===== config.mk =====
export PLATFORM = sky130hd
export DESIGN_NAME = apb_arb_master
export DESIGN_NICKNAME = d
export VERILOG_FILES = /design/src/rtl/apb_pkg.sv /design/src/rtl/apb_rr_arb.sv /design/src/rtl/apb_arb_master.sv
export SDC_FILE = /design/constraint.sdc
export NUM_CORES = 1
export LEC_CHECK = 0
export CAP_MARGIN = 20
export CORE_ASPECT_RATIO = 0.8
export CORE_UTILIZATION = 41
export DETAILED_ROUTE_END_ITERATION = 10
export PLACE_DENSITY = 0.86
export SKIP_LAST_GASP = 1
export SLEW_MARGIN = 30
export SYNTH_ARGS = -nofsm -noshare
export SYNTH_HDL_FRONTEND = slang
export SYNTH_SLANG_ARGS = --single-unit

===== constraint.sdc =====
create_clock -name pclk -period 2.6 [get_ports pclk]
set_input_delay 0.65 -clock pclk [delete_from_list [all_inputs] [get_ports pclk]]
set_output_delay 0.65 -clock pclk [all_outputs]
set_load 0.01 [all_outputs]

===== src/rtl/apb_pkg.sv =====
// Shared types and constants for the two-requester APB master.
package apb_pkg;

    localparam int APB_ADDR_W      = 32;
    localparam int APB_DATA_W      = 32;
    localparam int APB_TIMEOUT_DEF = 16;
    localparam int APB_NUM_REQ     = 2;

    typedef enum logic [1:0] {
        IDLE   = 2'd0,
        SETUP  = 2'd1,
        ACCESS = 2'd2,
        DONE   = 2'd3
    } apb_state_t;

    // Requester index to one-hot requester mask.
    function automatic logic [APB_NUM_REQ-1:0] idx_to_onehot(input logic idx);
        return idx ? 2'b10 : 2'b01;
    endfunction

endpackage


===== src/rtl/apb_rr_arb.sv =====
// Two-way round-robin arbiter. The pointer remembers the last winner so the
// other requester is preferred when both are asking.
module apb_rr_arb
    import apb_pkg::*;
(
    input  logic                   pclk,
    input  logic                   presetn,
    input  logic [APB_NUM_REQ-1:0] req,
    input  logic                   take,
    output logic [APB_NUM_REQ-1:0] grant,
    output logic                   grant_idx
);

    logic last;

    // Pick a winner: a lone requester wins outright, a tie goes to the one not served last.
    always_comb begin
        grant_idx = 1'b0;
        case (req)
            2'b01:   grant_idx = 1'b0;
            2'b10:   grant_idx = 1'b1;
            2'b11:   grant_idx = ~last;
            default: grant_idx = 1'b0;
        endcase
        grant = (|req) ? idx_to_onehot(grant_idx) : 2'b00;
    end

    // Last-grant pointer; resets to 1 so requester 0 wins the first tie.
    always_ff @(posedge pclk or negedge presetn) begin
        if (!presetn) begin
            last <= 1'b1;
        end else if (take && (|req)) begin
            last <= grant_idx;
        end
    end

endmodule


===== src/rtl/apb_arb_master.sv =====
// APB master shared by two requesters through a round-robin arbiter.
//
//   state  | meaning
//   -------+----------------------------------------------------------
//   IDLE   | bus quiet; grant a requester and latch its transfer
//   SETUP  | psel=1, penable=0, address/data/direction presented
//   ACCESS | psel=1, penable=1; wait for pready or the timeout
//   DONE   | bus quiet; rsp_valid pulses to the owning requester
module apb_arb_master
    import apb_pkg::*;
#(
    parameter int TIMEOUT = APB_TIMEOUT_DEF
) (
    input  logic                                    pclk,
    input  logic                                    presetn,
    input  logic [APB_NUM_REQ-1:0]                  req_valid,
    input  logic [APB_NUM_REQ-1:0]                  req_write,
    input  logic [APB_NUM_REQ-1:0][APB_ADDR_W-1:0]  req_addr,
    input  logic [APB_NUM_REQ-1:0][APB_DATA_W-1:0]  req_wdata,
    output logic [APB_NUM_REQ-1:0]                  req_ready,
    output logic [APB_NUM_REQ-1:0]                  rsp_valid,
    output logic [APB_DATA_W-1:0]                   rsp_rdata,
    output logic                                    rsp_err,
    output logic                                    psel,
    output logic                                    penable,
    output logic                                    pwrite,
    output logic [APB_ADDR_W-1:0]                   paddr,
    output logic [APB_DATA_W-1:0]                   pwdata,
    input  logic [APB_DATA_W-1:0]                   prdata,
    input  logic                                    pready,
    input  logic                                    pslverr
);

    localparam int CNT_W = (TIMEOUT < 2) ? 1 : $clog2(TIMEOUT);
    localparam logic [CNT_W-1:0] CNT_LAST = CNT_W'(TIMEOUT - 1);

    apb_state_t state, state_nx;

    logic [APB_NUM_REQ-1:0] grant;
    logic                   grant_idx;
    logic                   take;
    logic                   owner;
    logic [CNT_W-1:0]       acc_cnt;
    logic                   timeout_hit;
    logic                   xfer_end;

    logic                   psel_nx;
    logic                   penable_nx;
    logic [APB_NUM_REQ-1:0] rsp_valid_nx;

    assign take        = (state == IDLE) && (|req_valid);
    assign timeout_hit = (acc_cnt == CNT_LAST);
    assign xfer_end    = (state == ACCESS) && (pready || timeout_hit);

    apb_rr_arb u_arb (
        .pclk      (pclk),
        .presetn   (presetn),
        .req       (req_valid),
        .take      (take),
        .grant     (grant),
        .grant_idx (grant_idx)
    );

    // State register.
    always_ff @(posedge pclk or negedge presetn) begin
        if (!presetn) begin
            state <= IDLE;
        end else begin
            state <= state_nx;
        end
    end

    // Next-state logic.
    always_comb begin
        state_nx = state;
        case (state)
            IDLE:    if (|req_valid) state_nx = SETUP;
            SETUP:   state_nx = ACCESS;
            ACCESS:  if (xfer_end) state_nx = DONE;
            DONE:    state_nx = IDLE;
            default: state_nx = IDLE;
        endcase
    end

    // Output decode: combinational accept pulse, and next values for the registered bus/response outputs.
    always_comb begin
        req_ready    = 2'b00;
        psel_nx      = 1'b0;
        penable_nx   = 1'b0;
        rsp_valid_nx = 2'b00;
        // The accept pulse is gated by reset so nothing is accepted while presetn is low.
        if ((state == IDLE) && presetn) begin
            req_ready = grant;
        end
        if ((state_nx == SETUP) || (state_nx == ACCESS)) begin
            psel_nx = 1'b1;
        end
        if (state_nx == ACCESS) begin
            penable_nx = 1'b1;
        end
        if (state_nx == DONE) begin
            rsp_valid_nx = idx_to_onehot(owner);
        end
    end

    // Registered APB controls, transfer latch and response capture.
    always_ff @(posedge pclk or negedge presetn) begin
        if (!presetn) begin
            psel      <= 1'b0;
            penable   <= 1'b0;
            pwrite    <= 1'b0;
            paddr     <= '0;
            pwdata    <= '0;
            owner     <= 1'b0;
            rsp_valid <= 2'b00;
            rsp_rdata <= '0;
            rsp_err   <= 1'b0;
        end else begin
            psel      <= psel_nx;
            penable   <= penable_nx;
            rsp_valid <= rsp_valid_nx;
            // paddr/pwdata/pwrite double as the latch, so they stay put until the next grant.
            if (take) begin
                owner  <= grant_idx;
                pwrite <= req_write[grant_idx];
                paddr  <= req_addr[grant_idx];
                pwdata <= req_wdata[grant_idx];
            end
            if (xfer_end) begin
                if (pready) begin
                    rsp_rdata <= pwrite ? '0 : prdata;
                    rsp_err   <= pslverr;
                end else begin
                    rsp_rdata <= '0;
                    rsp_err   <= 1'b1;
                end
            end
        end
    end

    // ACCESS cycle counter: cleared on entry, saturates at the timeout compare value.
    always_ff @(posedge pclk or negedge presetn) begin
        if (!presetn) begin
            acc_cnt <= '0;
        end else if ((state_nx == ACCESS) && (state != ACCESS)) begin
            acc_cnt <= '0;
        end else if ((state == ACCESS) && !timeout_hit) begin
            acc_cnt <= acc_cnt + 1'b1;
        end
    end

endmodule


Yosys cells after proc, flatten, opt, wreduce, memory -nomap -nowiden --
Index checks and enable logic that the tools add are counted.
Word-level totals: memory bits (read-only) 0, word-level logic and storage cells 59, register bits 110, RAM bits 0, output and inout bits 104, bits in latches 0, input port bits 168, memories kept 0
Operators by class: bitwise logic cells 1, multiply operators 0, $lt $le $gt $ge 1, add/sub/neg operators 1, shift-type cells 0, divide/modulo/power cells 0, reductions and logical operators 12, equality and inequality tests 10, multiplexer cells 22
Operators with widths (count):
- 2-to-1 mux 32 bit | 6
- 2-to-1 mux 2 bit | 7
- equality test 2 bit, second input constant | 6
- 2-to-1 mux 4 bit | 2
- case mux 2 bit (4 select lines) | 1
- logical AND 1 bit | 6
- 2-to-1 mux 1 bit | 5
- adder 4 x 1 -> 4 bit, second input constant | 1
- equality test 2 x 1 -> 1 bit, second input constant | 2
- equality test 4 bit, second input constant | 1
- zero test 2 bit | 1
- logical OR 1 bit | 2
- less-than comparator 1 x 2 -> 1 bit, second input constant | 1
- inequality test 2 bit, second input constant | 1
- case mux 1 bit (2 select lines) | 1
- nonzero test 2 bit | 1
- OR reduction 2 bit | 1
- zero test 1 bit | 1
- NOT 1 bit | 1

Longest topological paths before layout --
Gate-level depths: netlist of the first run.
depth in word-level cells 8, mapped depth 7, gate-level depth less buffers 6

Modules after synthesis --
A second synthesis of the first run with hierarchy kept.
Second synthesis, totals: cells, all modules 414, area, all modules 4892.2 sq um
Modules (own cells, without submodules):
- apb_arb_master | seq. area each 2727.6 sq um, instances 1, cells each 407, area an instance 4828.4 sq um
- apb_rr_arb | seq. area each 26.3 sq um, instances 1, cells each 7, area an instance 63.8 sq um

Worst setup path after synthesis of the first run --
Ideal clock, no wire load.
path type input to output, start point in req_valid[1], end point out req_ready[1], data required time 1.950 ns, buffers on the path 2, cell stages on the path 4, data arrival time 1.402 ns, path slack 0.548 ns, cell sequence a21boi_2 -> buf_4 -> buf_6 -> and3_1
Between the ends: word-level cells in the longest chain between the ends 5, elaborated cells between the ends (all ways) 7, classes of those cells eq/ne: 2; mux: 4; reduce/logical: 1
Ends and longest elaborated chain:
- start: declaration | RTL line apb_arb_master.sv:16 | input logic [APB_NUM_REQ-1:0] req_valid,
- equality test 2 bit | RTL line apb_rr_arb.sv:19 | case (req)
- case mux 1 bit (2 select lines) | RTL line apb_rr_arb.sv:19
- 2-to-1 mux 2 bit | RTL line apb_pkg.sv:18 | return idx ? 2'b10 : 2'b01;
- 2-to-1 mux 2 bit * | RTL line apb_rr_arb.sv:25 | grant = (|req) ? idx_to_onehot(grant_idx) : 2'b00;
- 2-to-1 mux 2 bit * | RTL line apb_arb_master.sv:92 | if ((state == IDLE) && presetn) begin
- end: declaration | RTL line apb_arb_master.sv:20 | output logic [APB_NUM_REQ-1:0] req_ready,
Mark *: on every way between the ends. The rest lies on a longest branch, timed or not.

Final worst setup path of the first run --
Ends and elaborated chain as after synthesis.

==> impl_metrics.py, run 1 <==
metrics = {
    "cells_and_area": {
        "diodes": 0,
        "syn_to_final_growth_pct": 67.3,
        "nNetsFinal": 851,
        "layout-drive-gt1-share": 0.0528,
        "layout_common_cells": "clkdlybuf4s50_1 (268), dfrtp_1 (109), nand2_1 (67)",
        "layout_commonest_cell": "clkdlybuf4s50_1",
    },
    "sta": {
        "max_slew_margin": 0.529,
        "whs_ns": 0.124,
        "worstMarginPinSlew_ns": 0.707,
        "timing.final.hold_violations": 0,
        "fin_skew_ns": 0.00759,
        "finalCriticalPeriod_ns": 2.44,
        "clock.fmax_mhz": 410,
        "setup_viol_count_final": 0,
        "rsz0062_at_grt": "no",
        "period_share": 0.938,
        "fin_ws_ns": 0.161,
        "drv_slew": 0,
    },
    "global_routing": {
        "grt_max_degree": 72,
        "grt_pass1_vias": 4324,
        "grt_pass1_wl_mm": 21.1,
        "antenna_found_initial": 0,
        "grt_overflow_total": 0,
        "grt_use_total": 0.225,
    },
    "critical_path": {
        "crit_required_ns": 1.95,
        "worst_path_largest_cell_delay_ns": 0.48,
        "crit_arrival_ns": 1.79,
        "worstRegToRegCells": 6,
        "crit_path_max_fanout": 2,
        "slowest_stage": "clkdlybuf4s50_1",
        "start_kind": "input pin",
        "cp.depth": 4,
        "end_kind": "output pin",
        "critical_path_class": "input pin to output pin",
        "worst-path-buf-inv": 2,
        "crit_family": "buffers and inverters",
        "worstPathCellList": "clkdlybuf4s50_1 > a21boi_4 > and3_1 > dlygate4sd2_1",
    },
    "floorplan": {
        "initial_core_util": 0.429,
        "die_y_um": 98.2,
        "row_count": 34,
        "die-area_sq_mm": 0.0120,
        "die_w_um": 122,
        "fp.coreArea_sq_mm": 0.0111,
        "io_pins": 272,
    },
    "clocking": {
        "cts_root_buf": "clkbuf_16",
        "numClockSinks": 110,
        "cts.reportedPaths.clkPinSlew_ns": 0.07,
        "cts_tree": "done",
        "clock_latency_ns": 0.33,
        "numCtsBuffers": 9,
        "hold_buffers": 0,
        "htreeDepth": 3,
        "clk_path_buf_depth": 2,
    },
    "synthesis": {
        "ys_ff_latch": 110,
        "ys.flop_type": "dfrtp_1",
        "synth_fp_nets": 585,
        "syn_inst": 411,
        "ys_async_sr_fraction": 1.00,
        "synth_area_sq_mm": 0.00474,
        "ys_warn_count": 0,
        "seq_area_frac_synth": 0.581,
        "synth_edf_count": 0,
        "avgSynthCellArea_sq_um": 11.5,
        "synth.distinct_cells": 31,
    },
    "drt": {
        "drcViolationCount": 0,
        "drt_iter0_markers": 117,
        "detail-route-antenna-nets": 0,
        "first_pass_iters": 4,
        "vias": 4089,
        "vias_per_cell": 4.95,
        "wirelength_mm": 13.3,
        "wl_per_cell_um": 16.1,
    },
    "power_and_ir_drop": {
        "clkPwrFrac": 0.171,
        "p_switching_mw": 2.91,
        "p_comb_frac": 0.475,
        "p_seq_frac": 0.354,
        "p_sw_frac": 0.341,
        "leakagePower_nw": 3.51,
        "irDropWorstVdd_mv": 0.550,
        "power.density_mw_per_mm2": 1070,
        "p_int_mw": 5.61,
    },
    "placement": {
        "hpwl_mm": 10.1,
        "gp_congestion": 0.795,
        "io_buffers": 271,
        "place_ws_ns": -0.142,
    },
    "hold_path": {
        "hold_class": "input pin to asynchronous set/reset pin",
    },
    "outcome": {
        "outcome": "finished, final reports clean",
    },
    "job": {
        "drv_cap": 0,
    },
}
==> layout make-up <==
class | instances | area [sq um]
Inverter | 4 | 15.0
Sequential cell | 110 | 2750
Clock buffer | 9 | 225
Timing Repair Buffer | 282 | 2820
Multi-Input combinational cell | 270 | 1840
Fill cell | 781 | 3130
Tap cell | 144 | 180
Clock inverter | 7 | 100
==> cells in the mapped netlist (3+ instances only) <==
cell	count	area (sq um)
buf_6	3	33.8
and2_1	3	18.8
buf_4	8	60.1
nand2_1	67	251
mux2i_1	66	661
ha_1	6	75.1
o21ai_1	29	145
nor2_1	3	11.3
o21ai_0	39	195
nor2b_1	3	18.8
a22o_1	33	289
clkbuf_1	6	22.5
dfrtp_1	109	2730
buf_2	8	40.0
inv_1	4	15.0
a21oi_1	5	25.0
==> per-stage QoR <==
step	total power [mW]	cells	utilization	setup TNS (ns)	area [sq um]
after global routing	9.11	826	0.717	0	7930
after floorplan	4.82	411	-	0	4740
after detailed placement	7.10	810	0.687	-0.152	7600
after global placement	6.95	810	0.687	-0.159	7600
final	8.51	826	0.717	0	7930
after CTS	8.62	826	0.717	0	7930
==> sequential cells by signal (all words and copies together), names as in the netlist, 2 cells and up <==
name	cells
rsp_rdata	32
acc_cnt	4
pwdata	32
state	2
paddr	32
rsp_valid	2
==> path summary, 6_finish.rpt <==
path / from / endpoint / slack, ns
min in group pclk: owner / rsp_valid[0] / 0.45
max in group asynchronous: presetn / paddr[0] / 1.58
setup reg to reg: acc_cnt[0] / rsp_valid[1] / 0.80
setup / recovery: req_valid[1] / req_ready[1] / 0.16
hold reg to reg: owner / rsp_valid[0] / 0.45
hold / removal: presetn / acc_cnt[0] / 0.12
==> metal layers <==
| metal | vias up | part of all wire | track usage | wire (um) |
|---|---|---|---|---|
| met5 | - | 0 | 0 | 0 |
| met4 | 0 | 0.020 | 0.0638 | 261 |
| met3 | 20 | 0.083 | 0.0672 | 1100 |
| met2 | 172 | 0.50 | 0.395 | 6700 |
| met1 | 1919 | 0.40 | 0.263 | 5280 |
| li1 | 1978 | - | - | - |
==> repair_timing <==
action,in CTS,in global routing
resized for setup,4,0
endpoints found under the setup margin,2,0
buffers inserted,0,0
==> power by group through the flow <==
stage | clock network (mW) | registers (mW) | logic (mW)
2_1_floorplan | 0 | 3.36 | 1.47
5_1_grt | 1.58 | 3.12 | 4.41
6_report | 1.45 | 3.02 | 4.04
3_3_place_gp | 0 | 3.00 | 3.95
3_5_place_dp | 0 | 3.04 | 4.06
4_1_cts | 1.50 | 3.02 | 4.10
==> cell families after synthesis <==
family | synth area share
AO/OA/AOI/OAI | 0.147
adder cells (fa/ha/maj) | 0.0158
flip-flops | 0.581
multiplexers | 0.142
buffers and inverters | 0.0383
AND/OR/NAND/NOR | 0.0765
Power figures use the tool's default switching activity.
==> run 2, diff against run 1 <==
Settings changed: ABC_CLOCK_PERIOD_IN_PS from default to 2600, GPL_TIMING_DRIVEN from default to 0.
==> run 2 against run 1 <==
Net effect: flip-flop and latch count unchanged; core utilization grew 0.71 points; hold slack better by 0.095 ns; critical path type unchanged.
==> impl_metrics.py, run 2 (same netlist as run 1, synthesis figures left out) <==
metrics = {
    "critical_path": {
        "worstRegToRegCells": 6,
        "crit_path_max_fanout": 42,
        "end_kind": "output pin",
        "worst-path-buf-inv": 3,
        "r2r-start": "state[0]",
        "slowest_stage": "buf_6",
        "regToRegEndpoint": "rsp_rdata[14]",
        "ff2ff_setup_slack_ns": 0.65,
        "crit_arrival_ns": 1.72,
        "crit_required_ns": 1.95,
        "crit_family": "buffers and inverters",
        "worstPathCellList": "buf_6 > buf_16 > and3_1 > dlygate4sd2_1",
        "cp-endpoint": "req_ready[1]",
        "start_kind": "input pin",
        "cp-startpoint": "presetn",
        "cp.depth": 4,
        "worst_path_largest_cell_delay_ns": 0.33,
        "critical_path_class": "input pin to output pin",
    },
    "outcome": {
        "outcome": "finished, final reports clean",
    },
    "drt": {
        "drt_iter0_markers": 153,
        "drcViolationCount": 0,
        "vias_per_cell": 5.10,
        "wl_per_cell_um": 17.2,
        "vias": 4310,
        "first_pass_iters": 4,
        "wirelength_mm": 14.6,
        "detail-route-antenna-nets": 0,
    },
    "sta": {
        "fin_skew_ns": 0.00705,
        "max_slew_margin": 0.577,
        "fin_ws_ns": 0.227,
        "finalCriticalPeriod_ns": 2.37,
        "setup_viol_count_final": 0,
        "rsz0062_at_grt": "no",
        "worstMarginPinSlew_ns": 0.628,
        "timing.final.hold_violations": 0,
        "period_share": 0.913,
        "drv_slew": 0,
        "whs_ns": 0.219,
        "clock.fmax_mhz": 421,
    },
    "placement": {
        "io_buffers": 271,
        "gp_congestion": 0.774,
        "place_ws_ns": -0.697,
        "hpwl_mm": 11.2,
        "dp_cells": 827,
    },
    "clocking": {
        "cts_tree": "done",
        "clock_latency_ns": 0.34,
        "cts_root_buf": "clkbuf_16",
        "clk_path_buf_depth": 2,
        "numCtsBuffers": 9,
        "cts.reportedPaths.clkPinSlew_ns": 0.07,
        "numClockSinks": 110,
        "hold_buffers": 0,
        "htreeDepth": 3,
    },
    "floorplan": {
        "die-area_sq_mm": 0.0120,
        "io_pins": 272,
        "die_w_um": 122,
        "fp.coreArea_sq_mm": 0.0111,
        "die_y_um": 98.2,
        "initial_core_util": 0.429,
        "row_count": 34,
    },
    "cells_and_area": {
        "layout.cells.non_filler": 845,
        "seq_area_sq_mm": 0.00275,
        "diodes": 0,
        "fillerInstances": 777,
        "syn_to_final_growth_pct": 69.0,
        "nNetsFinal": 870,
        "multi_input_area_sq_mm": 0.00182,
        "layout_common_cells": "clkdlybuf4s50_1 (266), dfrtp_1 (109), nand2_1 (67)",
        "top_regs": "paddr: 32 flops, pwdata: 32 flops, rsp_rdata: 32 flops",
        "layout-drive-gt1-share": 0.0656,
        "layout_commonest_cell": "clkdlybuf4s50_1",
    },
    "global_routing": {
        "grt_max_degree": 73,
        "antenna_found_initial": 0,
        "grt_pass1_vias": 4472,
        "grt_overflow_total": 0,
        "grt_use_total": 0.244,
        "grt_pass1_wl_mm": 22.5,
    },
    "power_and_ir_drop": {
        "p_comb_frac": 0.488,
        "p_sw_frac": 0.354,
        "p_switching_mw": 3.03,
        "p_int_mw": 5.54,
        "irDropWorstVdd_mv": 0.529,
        "leakagePower_nw": 3.57,
        "power.density_mw_per_mm2": 1070,
        "p_seq_frac": 0.352,
        "p_total_mw": 8.57,
        "clkPwrFrac": 0.159,
    },
    "hold_path": {
        "hold_class": "input pin to asynchronous set/reset pin",
    },
    "job": {
        "drv_cap": 0,
    },
}
run 2: worst register-to-register path: stages (launching register included):
cell and delay [ns]:
dfrtp_1 0.43, inv_1 0.12, ha_1 0.28, nand2_1 0.11, nor2_1 0.29, clkbuf_1 0.42
a22o_1 0.24
run 2: power by group through the flow:
stage          registers (mW)  logic, mW  clock network (mW)
2_1_floorplan            3.36       1.47                   0
3_3_place_gp             3.00       4.07                   0
3_5_place_dp             3.04       4.17                   0
4_1_cts                  3.01       4.22                1.39
5_1_grt                  3.11       4.55                1.47
6_report                 3.02       4.19                1.36
run 2: routing by layer:
layer,vias up,GRT usage,share of wire
met3,30,0.0707,0.078
li1,2020,-,-
met2,186,0.422,0.50
met1,2074,0.288,0.39
met4,0,0.0816,0.027
met5,-,0,0
run 2: timing repair:
action,CTS,global route
setup buffers,2,0
endpoints found under the setup margin,2,1
hold endpoints to repair,0,0
gates cloned,0,1
gates resized for setup,9,0
run 2: stage by stage:
stage,setup TNS [ns],util,instance area (sq um)
2_1_floorplan,0,-,4740
3_3_place_gp,-357.56,0.690,7630
4_1_cts,0,0.722,7990
5_1_grt,0,0.724,8010
6_report,0,0.724,8010
3_5_place_dp,-1.00,0.693,7660
run 2: worst min path at each step:
stage,endpoint,slack [ns],depth (start not counted)
final,paddr[30],0.22,1
after global routing,paddr[30],0.24,1
after CTS,pwdata[13],0.22,1
after detailed placement,rsp_valid[0],0.44,1
after global placement,rsp_valid[0],0.44,1
after floorplan,acc_cnt[0],0.35,0
run 2: area by class of cell:
class                           count  area share
Tap cell                          144      0.0225
Sequential cell                   110       0.344
Clock buffer                        9      0.0281
Clock inverter                      7     0.00968
Buffer                             26      0.0209
Multi-Input combinational cell    270       0.227
Timing Repair Buffer              275       0.347
Inverter                            4     0.00187
